### config.mk
export PLATFORM = sky130hd
export DESIGN_NAME = rv_div_requester
export DESIGN_NICKNAME = d
export VERILOG_FILES = /design/src/rtl/rv_div_requester.sv
export SDC_FILE = /design/constraint.sdc
export NUM_CORES = 1
export LEC_CHECK = 0
export CORE_MARGIN = 2
export CORE_UTILIZATION = 50
export DETAILED_ROUTE_END_ITERATION = 10
export PLACE_DENSITY = 0.82
export SLEW_MARGIN = 0
export SYNTH_ARGS = -nofsm -noshare
export SYNTH_HDL_FRONTEND = slang
export SYNTH_SLANG_ARGS = --single-unit
### constraint.sdc
create_clock -name clk -period 5.7 [get_ports clk]
set_input_delay 1.14 -clock clk [delete_from_list [all_inputs] [get_ports clk]]
set_output_delay 1.14 -clock clk [all_outputs]
set_load 0.02 [all_outputs]
### src/rtl/rv_div_requester.sv
// Initiator-side controller for the iterative unsigned divider: RV32M DIV/DIVU/REM/REMU with
// divide-by-zero and signed-overflow bypass, sign stripping before the divider and restoration after.
module rv_div_requester #(
  parameter int SIZE = 32
) (
  input  logic            clk,
  input  logic            reset,
  input  logic            req_valid,
  output logic            req_ready,
  input  logic [1:0]      req_op,
  input  logic [SIZE-1:0] req_a,
  input  logic [SIZE-1:0] req_b,
  input  logic            flush,
  output logic            result_valid,
  output logic [SIZE-1:0] result,
  output logic            div_start,
  input  logic            div_ready,
  input  logic            div_valid,
  input  logic            div_error,
  output logic [SIZE-1:0] div_dividend,
  output logic [SIZE-1:0] div_divisor,
  input  logic [SIZE-1:0] div_quotient,
  input  logic [SIZE-1:0] div_remainder,
  output logic [2:0]      dbg_state
);

  // Handshakes: a request transfers on req_valid && req_ready; the divider takes a job on
  // div_start && div_ready; div_valid is a one-cycle completion pulse that is only consumed in WAIT/DRAIN.
  typedef enum logic [2:0] {S_IDLE, S_ISSUE, S_WAIT, S_DRAIN, S_DONE} state_t;

  localparam logic [SIZE-1:0] ALL_ONES = '1;
  localparam logic [SIZE-1:0] MIN_NEG  = {1'b1, {(SIZE-1){1'b0}}};

  state_t          state;
  logic [1:0]      op;
  logic            sign_a;
  logic            sign_b;
  logic [SIZE-1:0] a_q;

  logic            req_signed;
  logic            in_sign_a;
  logic            in_sign_b;
  logic            bypass;
  logic [SIZE-1:0] bypass_res;
  logic [SIZE-1:0] wait_res;

  assign req_signed = ~req_op[0];
  assign in_sign_a  = req_signed & req_a[SIZE-1];
  assign in_sign_b  = req_signed & req_b[SIZE-1];
  assign dbg_state  = state;

  // A flush in ISSUE while the divider is busy withdraws the start in the same cycle.
  assign div_start = (state == S_ISSUE) && !(flush && !div_ready);

  always_comb begin
    bypass     = 1'b0;
    bypass_res = '0;
    if (req_b == '0) begin
      bypass     = 1'b1;
      bypass_res = req_op[1] ? req_a : ALL_ONES;
    end else if (req_signed && (req_a == MIN_NEG) && (req_b == ALL_ONES)) begin
      bypass     = 1'b1;
      bypass_res = req_op[1] ? '0 : req_a;
    end
  end

  always_comb begin
    wait_res = '0;
    case (op)
      2'd0:    wait_res = (sign_a ^ sign_b) ? -div_quotient : div_quotient;
      2'd1:    wait_res = div_quotient;
      2'd2:    wait_res = sign_a ? -div_remainder : div_remainder;
      default: wait_res = div_remainder;
    endcase
    if (div_error) begin
      wait_res = op[1] ? a_q : ALL_ONES;
    end
  end

  always_ff @(posedge clk or posedge reset) begin
    if (reset) begin
      state        <= S_IDLE;
      req_ready    <= 1'b1;
      result_valid <= 1'b0;
      result       <= '0;
      div_dividend <= '0;
      div_divisor  <= '0;
      op           <= 2'd0;
      sign_a       <= 1'b0;
      sign_b       <= 1'b0;
      a_q          <= '0;
    end else begin
      result_valid <= 1'b0;
      case (state)
        S_IDLE: begin
          if (req_valid) begin
            op           <= req_op;
            a_q          <= req_a;
            sign_a       <= in_sign_a;
            sign_b       <= in_sign_b;
            div_dividend <= in_sign_a ? -req_a : req_a;
            div_divisor  <= in_sign_b ? -req_b : req_b;
            req_ready    <= 1'b0;
            if (bypass) begin
              result       <= bypass_res;
              result_valid <= 1'b1;
              state        <= S_DONE;
            end else begin
              state <= S_ISSUE;
            end
          end
        end
        S_ISSUE: begin
          if (flush && !div_ready) begin
            state     <= S_IDLE;
            req_ready <= 1'b1;
          end else if (flush) begin
            state <= S_DRAIN;
          end else if (div_ready) begin
            state <= S_WAIT;
          end
        end
        S_WAIT: begin
          if (div_valid) begin
            if (flush) begin
              state     <= S_IDLE;
              req_ready <= 1'b1;
            end else begin
              result       <= wait_res;
              result_valid <= 1'b1;
              state        <= S_DONE;
            end
          end else if (flush) begin
            state <= S_DRAIN;
          end
        end
        S_DRAIN: begin
          if (div_valid) begin
            state     <= S_IDLE;
            req_ready <= 1'b1;
          end
        end
        S_DONE: begin
          state     <= S_IDLE;
          req_ready <= 1'b1;
        end
        default: begin
          state     <= S_IDLE;
          req_ready <= 1'b1;
        end
      endcase
    end
  end

endmodule
==> results of run 1 <==
==> layer usage <==
metal,GRT usage,vias to the layer above,share of wire
li1,-,4432,-
met1,0.4327,4632,0.40
met5,0,-,0
met4,0.1198,0,0.035
met2,0.5326,551,0.47
met3,0.06339,90,0.092
==> per-stage QoR <==
stage / setup WS (ns) / hold slack (ns) / total power, µW / instance area, µm²
after CTS: 1.302 / 0.4764 / 5867 / 12160
final: 1.202 / 0.4727 / 5884 / 12160
after global placement: 0.9777 / 0.4536 / 4631 / 11550
after detailed placement: 0.8815 / 0.4619 / 4690 / 11550
after floorplan: 0.9222 / 0.4369 / 3401 / 9035
after global routing: 1.087 / 0.5002 / 6222 / 12160
==> critical path, stage by stage <==
cell	delay (ns)
clkdlybuf4s50_1	0.51
inv_1	0.12
ha_1	0.23
or4b_1	0.51
or4_4	0.56
or4_1	0.59
o32ai_4	0.46
buf_4	0.32
o21ai_0	0.16
a31oi_1	0.21
==> area by class of cell <==
cell class                 count  area, µm²  share of cell area
sequential                   136       3405              0.2799
clock inverter                12      176.4             0.01450
clock buffer                  20      436.7             0.03590
timing repair buffer         252       2512              0.2065
inverter                      22      87.58            0.007200
multi-input combinational    892       5260              0.4324
tap                          229      286.5             0.02355
==> synth_stat cells (all sizes together) (3+ instances only) <==
| cell type | count |
|---|---|
| nand3 | 9 |
| nand4 | 14 |
| xor2 | 60 |
| o311ai | 3 |
| nor2 | 87 |
| o31a | 3 |
| or4 | 21 |
| a211o | 4 |
| nor3 | 32 |
| dfrtp | 135 |
| o31ai | 22 |
| nor2b | 10 |
| a21o | 3 |
| a221oi | 4 |
| inv | 22 |
| o311a | 3 |
| a22oi | 4 |
| nand3b | 8 |
| buf | 18 |
| nand2b | 18 |
| and3 | 3 |
| or2 | 4 |
| a31oi | 42 |
| mux2i | 17 |
| xnor2 | 43 |
| clkbuf | 54 |
| o221ai | 9 |
| o41ai | 11 |
| nor4 | 20 |
| o211ai | 9 |
| ha | 5 |
| or3 | 12 |
| a221o | 7 |
| a41oi | 3 |
| a21oi | 37 |
| o21a | 4 |
| nand2 | 200 |
| o21ai | 138 |
==> path summary, 6_finish.rpt <==
| check | start | end | slack (ns) | cells past startpoint |
|---|---|---|---|---|
| max | req_a[1] | result[9]$_DFFE_PP0P_ | 1.20 | 10 |
| min | a_q[22]$_DFFE_PP0P_ | a_q[22]$_DFFE_PP0P_ | 0.47 | 2 |
| max reg2reg | sign_a$_DFFE_PP0P_ | result[27]$_DFFE_PP0P_ | 2.74 | 7 |
| min reg2reg | a_q[22]$_DFFE_PP0P_ | a_q[22]$_DFFE_PP0P_ | 0.47 | 2 |
| max in group asynchronous | reset | div_dividend[14]$_DFFE_PP0P_ | 3.37 | 3 |
| min in group asynchronous | reset | div_divisor[20]$_DFFE_PP0P_ | 1.29 | 2 |
==> cells by family (layout without fill, tap and decap cells) <==
group | count (synthesis) | in the layout | share of synthesized area
AND/OR/NAND/NOR | 448 | 448 | 0.2321
AO/OA/AOI/OAI | 318 | 318 | 0.2223
flip-flops | 136 | 136 | 0.3768
XOR/XNOR | 103 | 103 | 0.09985
buffers and inverters | 94 | 306 | 0.04196
multiplexers | 18 | 18 | 0.02008
adder cells (fa/ha/maj) | 5 | 5 | 0.006924
==> flip-flops by register name, indices dropped and copies added, names as in the netlist <==
name          cells
req_ready         1
div_dividend     32
dbg_state         3
sign_a            1
a_q              31
result           32
sign_b            1
div_divisor      32
result_valid      1
op                2
==> report_power, final <==
group          switching (µW)  internal (µW)
Sequential                375           1430
Combinational            1660           1260
Clock                     423            730
Total                    2460           3420
==> results.sh, run 1 <==
export IMPL_status="finished clean"
export IMPL_power_leakage_uw=0.004811
export IMPL_cts_hold_buffers=0
export IMPL_vias=9705
export IMPL_cts_sinks=136
export IMPL_ys_seq_elements=136
export IMPL_maxCapViolCount=0
export IMPL_slew_headroom=0.2391
export IMPL_mostFrequentLayoutCell="clkdlybuf4s50_1"
export IMPL_cts_made_buffers=17
export IMPL_post_cts_setup_buffers=0
export IMPL_drt_pass1_iter_count=7
export IMPL_post_drt_wl_per_cell_um=20.21
export IMPL_die_area_um2=19160
export IMPL_synth_nets=1264
export IMPL_drive_gt1_frac=0.04198
export IMPL_synthCells=1122
export IMPL_rsz0062_at_grt="false"
export IMPL_clk_latency_ns=0.43
export IMPL_clockBufferDepth=2
export IMPL_yosysTopAreaCellShare=0.3739
export IMPL_wl_um=31580
export IMPL_dp_hpwl_um=23160
export IMPL_grt_max_degree=161
export IMPL_arrival_ns=4.84
export IMPL_critPathLaunchType="input port"
export IMPL_min_path_type="flip-flop to flip-flop"
export IMPL_finalHoldViolations=0
export IMPL_finalNetCount=1463
export IMPL_gp_congestion=0.9854
export IMPL_crit_type="input port to flip-flop"
export IMPL_synth_edf_count=0
export IMPL_cts_root_buf="clkbuf_16"
export IMPL_post_route_min_period_ns=4.498
export IMPL_die_h_um=138.4
export IMPL_track_usage=0.3257
export IMPL_fin_worst_skew_ns=0.009065
export IMPL_end_kind="flip-flop"
export IMPL_htreeDepth=4
export IMPL_fmax_mhz=222.3
export IMPL_first_global_vias=9195
export IMPL_drt_iter0_markers=982
export IMPL_initial_core_util=0.5064
export IMPL_tns_ns=0
export IMPL_synth_area_leaders="dfrtp_1, nand2_1, o21ai_0, xor2_1, xnor2_1"
export IMPL_nFillCells=1478
export IMPL_final_util=0.6818
export IMPL_tritoncts="done"
export IMPL_final_cell_mix="clkdlybuf4s50_1, nand2_1, o21ai_0, dfrtp_1, nor2_1"
export IMPL_instances_no_fill=1563
export IMPL_post_place_cells=1531
export IMPL_slew_viol_final=0
export IMPL_ios=239
export IMPL_antenna_left=0
export IMPL_synth_main_ff_cell="dfrtp_1"
export IMPL_clk_pin_slew_worst_paths_ns=0.07
export IMPL_areaGrowthSynthToFinish_pct=34.64
export IMPL_io_buffers=238
export IMPL_synth_async_reset_ratio=1.000
export IMPL_yosysWarningCount=0
export IMPL_synth_top_area_cell="dfrtp_1"
export IMPL_ir_worst_vdd_v=0.0003727
export IMPL_drc=0
export IMPL_grt_pass1_wl_um=49870
export IMPL_synth_yosys_seq_area_share=0.3768
export IMPL_rows=49
export IMPL_avgSynthCellArea_um2=8.053
export IMPL_netlist_area_um2=9035
export IMPL_ys_types=61
export IMPL_antenna_found_initial=0
export IMPL_setup_viol_count_final=0
export IMPL_die_width_um=138.4
export IMPL_core_area_um2=17840
export IMPL_cts_resized=0
export IMPL_tightest_slew_ns=1.138
export IMPL_viasPerCell=6.209
export IMPL_power_density_nw_per_um2=483.7
export IMPL_n_antenna_cell=0
export IMPL_crit_fanout=21
export IMPL_grt_remaining_overflow=0
export IMPL_crit_required_ns=6.04
export IMPL_post_route_period_util=0.7890
No activity file was read; power rests on OpenSTA's default activity.
==> run 2: changes to the inputs <==
CORE_UTILIZATION = 45   (was 50)
PLACE_DENSITY = 0.78   (was 0.82)
clock period = 3.8 ns   (was 5.7 ns; I/O delays follow)
==> run 2 against run 1 <==
Effect of this change:
- die area up 11%
- clock skew up 0.0043 ns
- sequential power up 51%
- first-iteration DRC count down 23%
- largest cell class unchanged
- largest power group unchanged
==> results.sh, run 2 (same netlist as run 1, synthesis figures left out) <==
export IMPL_ir_worst_vdd_v=0.0004574
export IMPL_tritoncts="done"
export IMPL_crit_slowest_cell="or4_4"
export IMPL_holdWs_ns=0.4758
export IMPL_drc=0
export IMPL_rsz0062_at_grt="false"
export IMPL_ios=239
export IMPL_post_cts_setup_buffers=0
export IMPL_cpPeakStageDelay_ns=0.54
export IMPL_slew_viol_final=0
export IMPL_first_global_vias=9537
export IMPL_grt_max_degree=69
export IMPL_post_place_cells=1652
export IMPL_wl_um=32390
export IMPL_fin_worst_skew_ns=0.01338
export IMPL_place_area_um2=12260
export IMPL_vias=9739
export IMPL_end_kind="flip-flop"
export IMPL_slew_headroom=0.2626
export IMPL_cts_hold_buffers=0
export IMPL_critical_path_top_delay_family="simple AND/OR/NAND/NOR gates"
export IMPL_dp_hpwl_um=24710
export IMPL_arrival_ns=3.97
export IMPL_drt_pass1_iter_count=6
export IMPL_min_path_type="flip-flop to flip-flop"
export IMPL_initial_core_util=0.4612
export IMPL_die_width_um=145.7
export IMPL_die_area_um2=21230
export IMPL_tightest_slew_ns=1.106
export IMPL_cts_root_buf="clkbuf_16"
export IMPL_stdcell_area_um2=12880
export IMPL_rows=51
export IMPL_crit_fanout=18
export IMPL_power_leakage_uw=0.005238
export IMPL_core_area_um2=19590
export IMPL_clk_pin_slew_worst_paths_ns=0.06
export IMPL_antenna_found_initial=0
export IMPL_clockBufferDepth=2
export IMPL_critPathLaunchType="input port"
export IMPL_multi_input_area_um2=5258
export IMPL_clk_latency_ns=0.43
export IMPL_die_h_um=145.7
export IMPL_regArea_um2=3405
export IMPL_viasPerCell=5.783
export IMPL_cts_made_buffers=17
export IMPL_setup_viol_count_final=0
export IMPL_finalNetCount=1548
export IMPL_nFillCells=1624
export IMPL_post_drt_wl_per_cell_um=19.23
export IMPL_htreeDepth=4
export IMPL_maxCapViolCount=0
export IMPL_grt_pass1_wl_um=51660
export IMPL_mostFrequentLayoutCell="clkdlybuf4s50_1"
export IMPL_post_route_period_util=0.9575
export IMPL_gp_congestion=1.037
export IMPL_instances_no_fill=1684
export IMPL_comb_power_share=0.502
export IMPL_areaGrowthSynthToFinish_pct=42.57
export IMPL_fmax_mhz=274.8
export IMPL_p_switching_uw=3734
export IMPL_p_clk_frac=0.196
export IMPL_track_usage=0.3042
export IMPL_tns_ns=0
export IMPL_final_cell_mix="clkdlybuf4s50_1, nand2_1, o21ai_0, dfrtp_1, buf_4"
export IMPL_status="finished clean"
export IMPL_finalHoldViolations=0
export IMPL_n_antenna_cell=0
export IMPL_swShare=0.4170
export IMPL_cp_num_buf_inv=3
export IMPL_final_util=0.6575
export IMPL_antenna_left=0
export IMPL_path_cells="clkdlybuf4s50_1 -> inv_1 -> ha_1 -> or4b_1 -> or4_4 -> or4_1 -> o32ai_4 -> buf_4 -> o21ai_0 -> a31oi_1"
export IMPL_reg_top3="div_dividend x32, div_divisor x32, result x32"
export IMPL_grt_remaining_overflow=0
export IMPL_r2r_slack_ns=0.94
export IMPL_io_buffers=238
export IMPL_cts_resized=0
export IMPL_crit_required_ns=4.13
export IMPL_p_int_uw=5219
export IMPL_drt_iter0_markers=755
export IMPL_power_density_nw_per_um2=695.0
export IMPL_seqPwrFrac=0.303
export IMPL_drive_gt1_frac=0.1001
export IMPL_post_route_min_period_ns=3.638
export IMPL_cts_sinks=136
export IMPL_crit_type="input port to flip-flop"
## run 2: cell types whose count changed in the layout (fill, tap and decap cells not counted)
cell | before | now
buf_12 | 2 | 4
buf_4 | 12 | 95
bufinv_16 | 4 | 3
clkbuf_1 | 3 | 1
clkbuf_8 | 0 | 4
clkinv_4 | 1 | 2
clkinvlp_4 | 5 | 3
nor2b_1 | 9 | 10
nor2b_2 | 1 | 0
## run 2: path summary, 6_finish.rpt
check                                             from                          end  cells after the start
max                                           req_a[0]        result[2]$_DFFE_PP0P_                     10
min                        div_dividend[4]$_DFFE_PP0P_  div_dividend[4]$_DFFE_PP0P_                      2
max reg2reg                          op[1]$_DFFE_PP0P_       result[21]$_DFFE_PP0P_                      6
min reg2reg                div_dividend[4]$_DFFE_PP0P_  div_dividend[4]$_DFFE_PP0P_                      2
max in group asynchronous                        reset        req_ready$_DFFE_PP1P_                      3
min in group asynchronous                        reset  div_divisor[28]$_DFFE_PP0P_                      2
## run 2: per-stage QoR
stage / power, µW / worst slack, ns
after CTS: 8940 / 0.1913
after global placement: 7059 / -0.1277
after floorplan: 5102 / 0.3680
after detailed placement: 7161 / -0.2066
after global routing: 9472 / 0.03132
final: 8953 / 0.1616
## run 2: metal layers
metal	part of all wire	GRT usage	wire [µm]	up-vias
met1	0.42	0.4014	13530	4601
met2	0.47	0.4948	15230	469
met4	0.039	0.1265	1252	0
met5	0	0	0	-
li1	-	-	-	4597
met3	0.073	0.05392	2373	72
## run 2: worst register-to-register path, stage by stage (launching register included)
cell	delay [ns]
dfrtp_1	1.07
nand2_1	0.64
o21ai_0	0.49
a21oi_1	0.14
o31ai_1	0.13
o311a_1	0.19
a31oi_1	0.08
## run 2: layout make-up
cell class,instances,area share
repair buffers,337,0.2465
clock inverters,10,0.01098
inverters,22,0.006702
multi-input cells,892,0.4082
flip-flops and latches,136,0.2643
well taps,265,0.02574
clock buffers,22,0.03759
## run 2: power by group through the flow
stage / clock network (µW) / registers, µW / logic, µW
after floorplan: 0 / 3110 / 2000
after global placement: 0 / 2690 / 4370
after detailed placement: 0 / 2700 / 4460
after CTS: 1760 / 2690 / 4490
after global routing: 1840 / 2770 / 4860
final: 1750 / 2710 / 4490
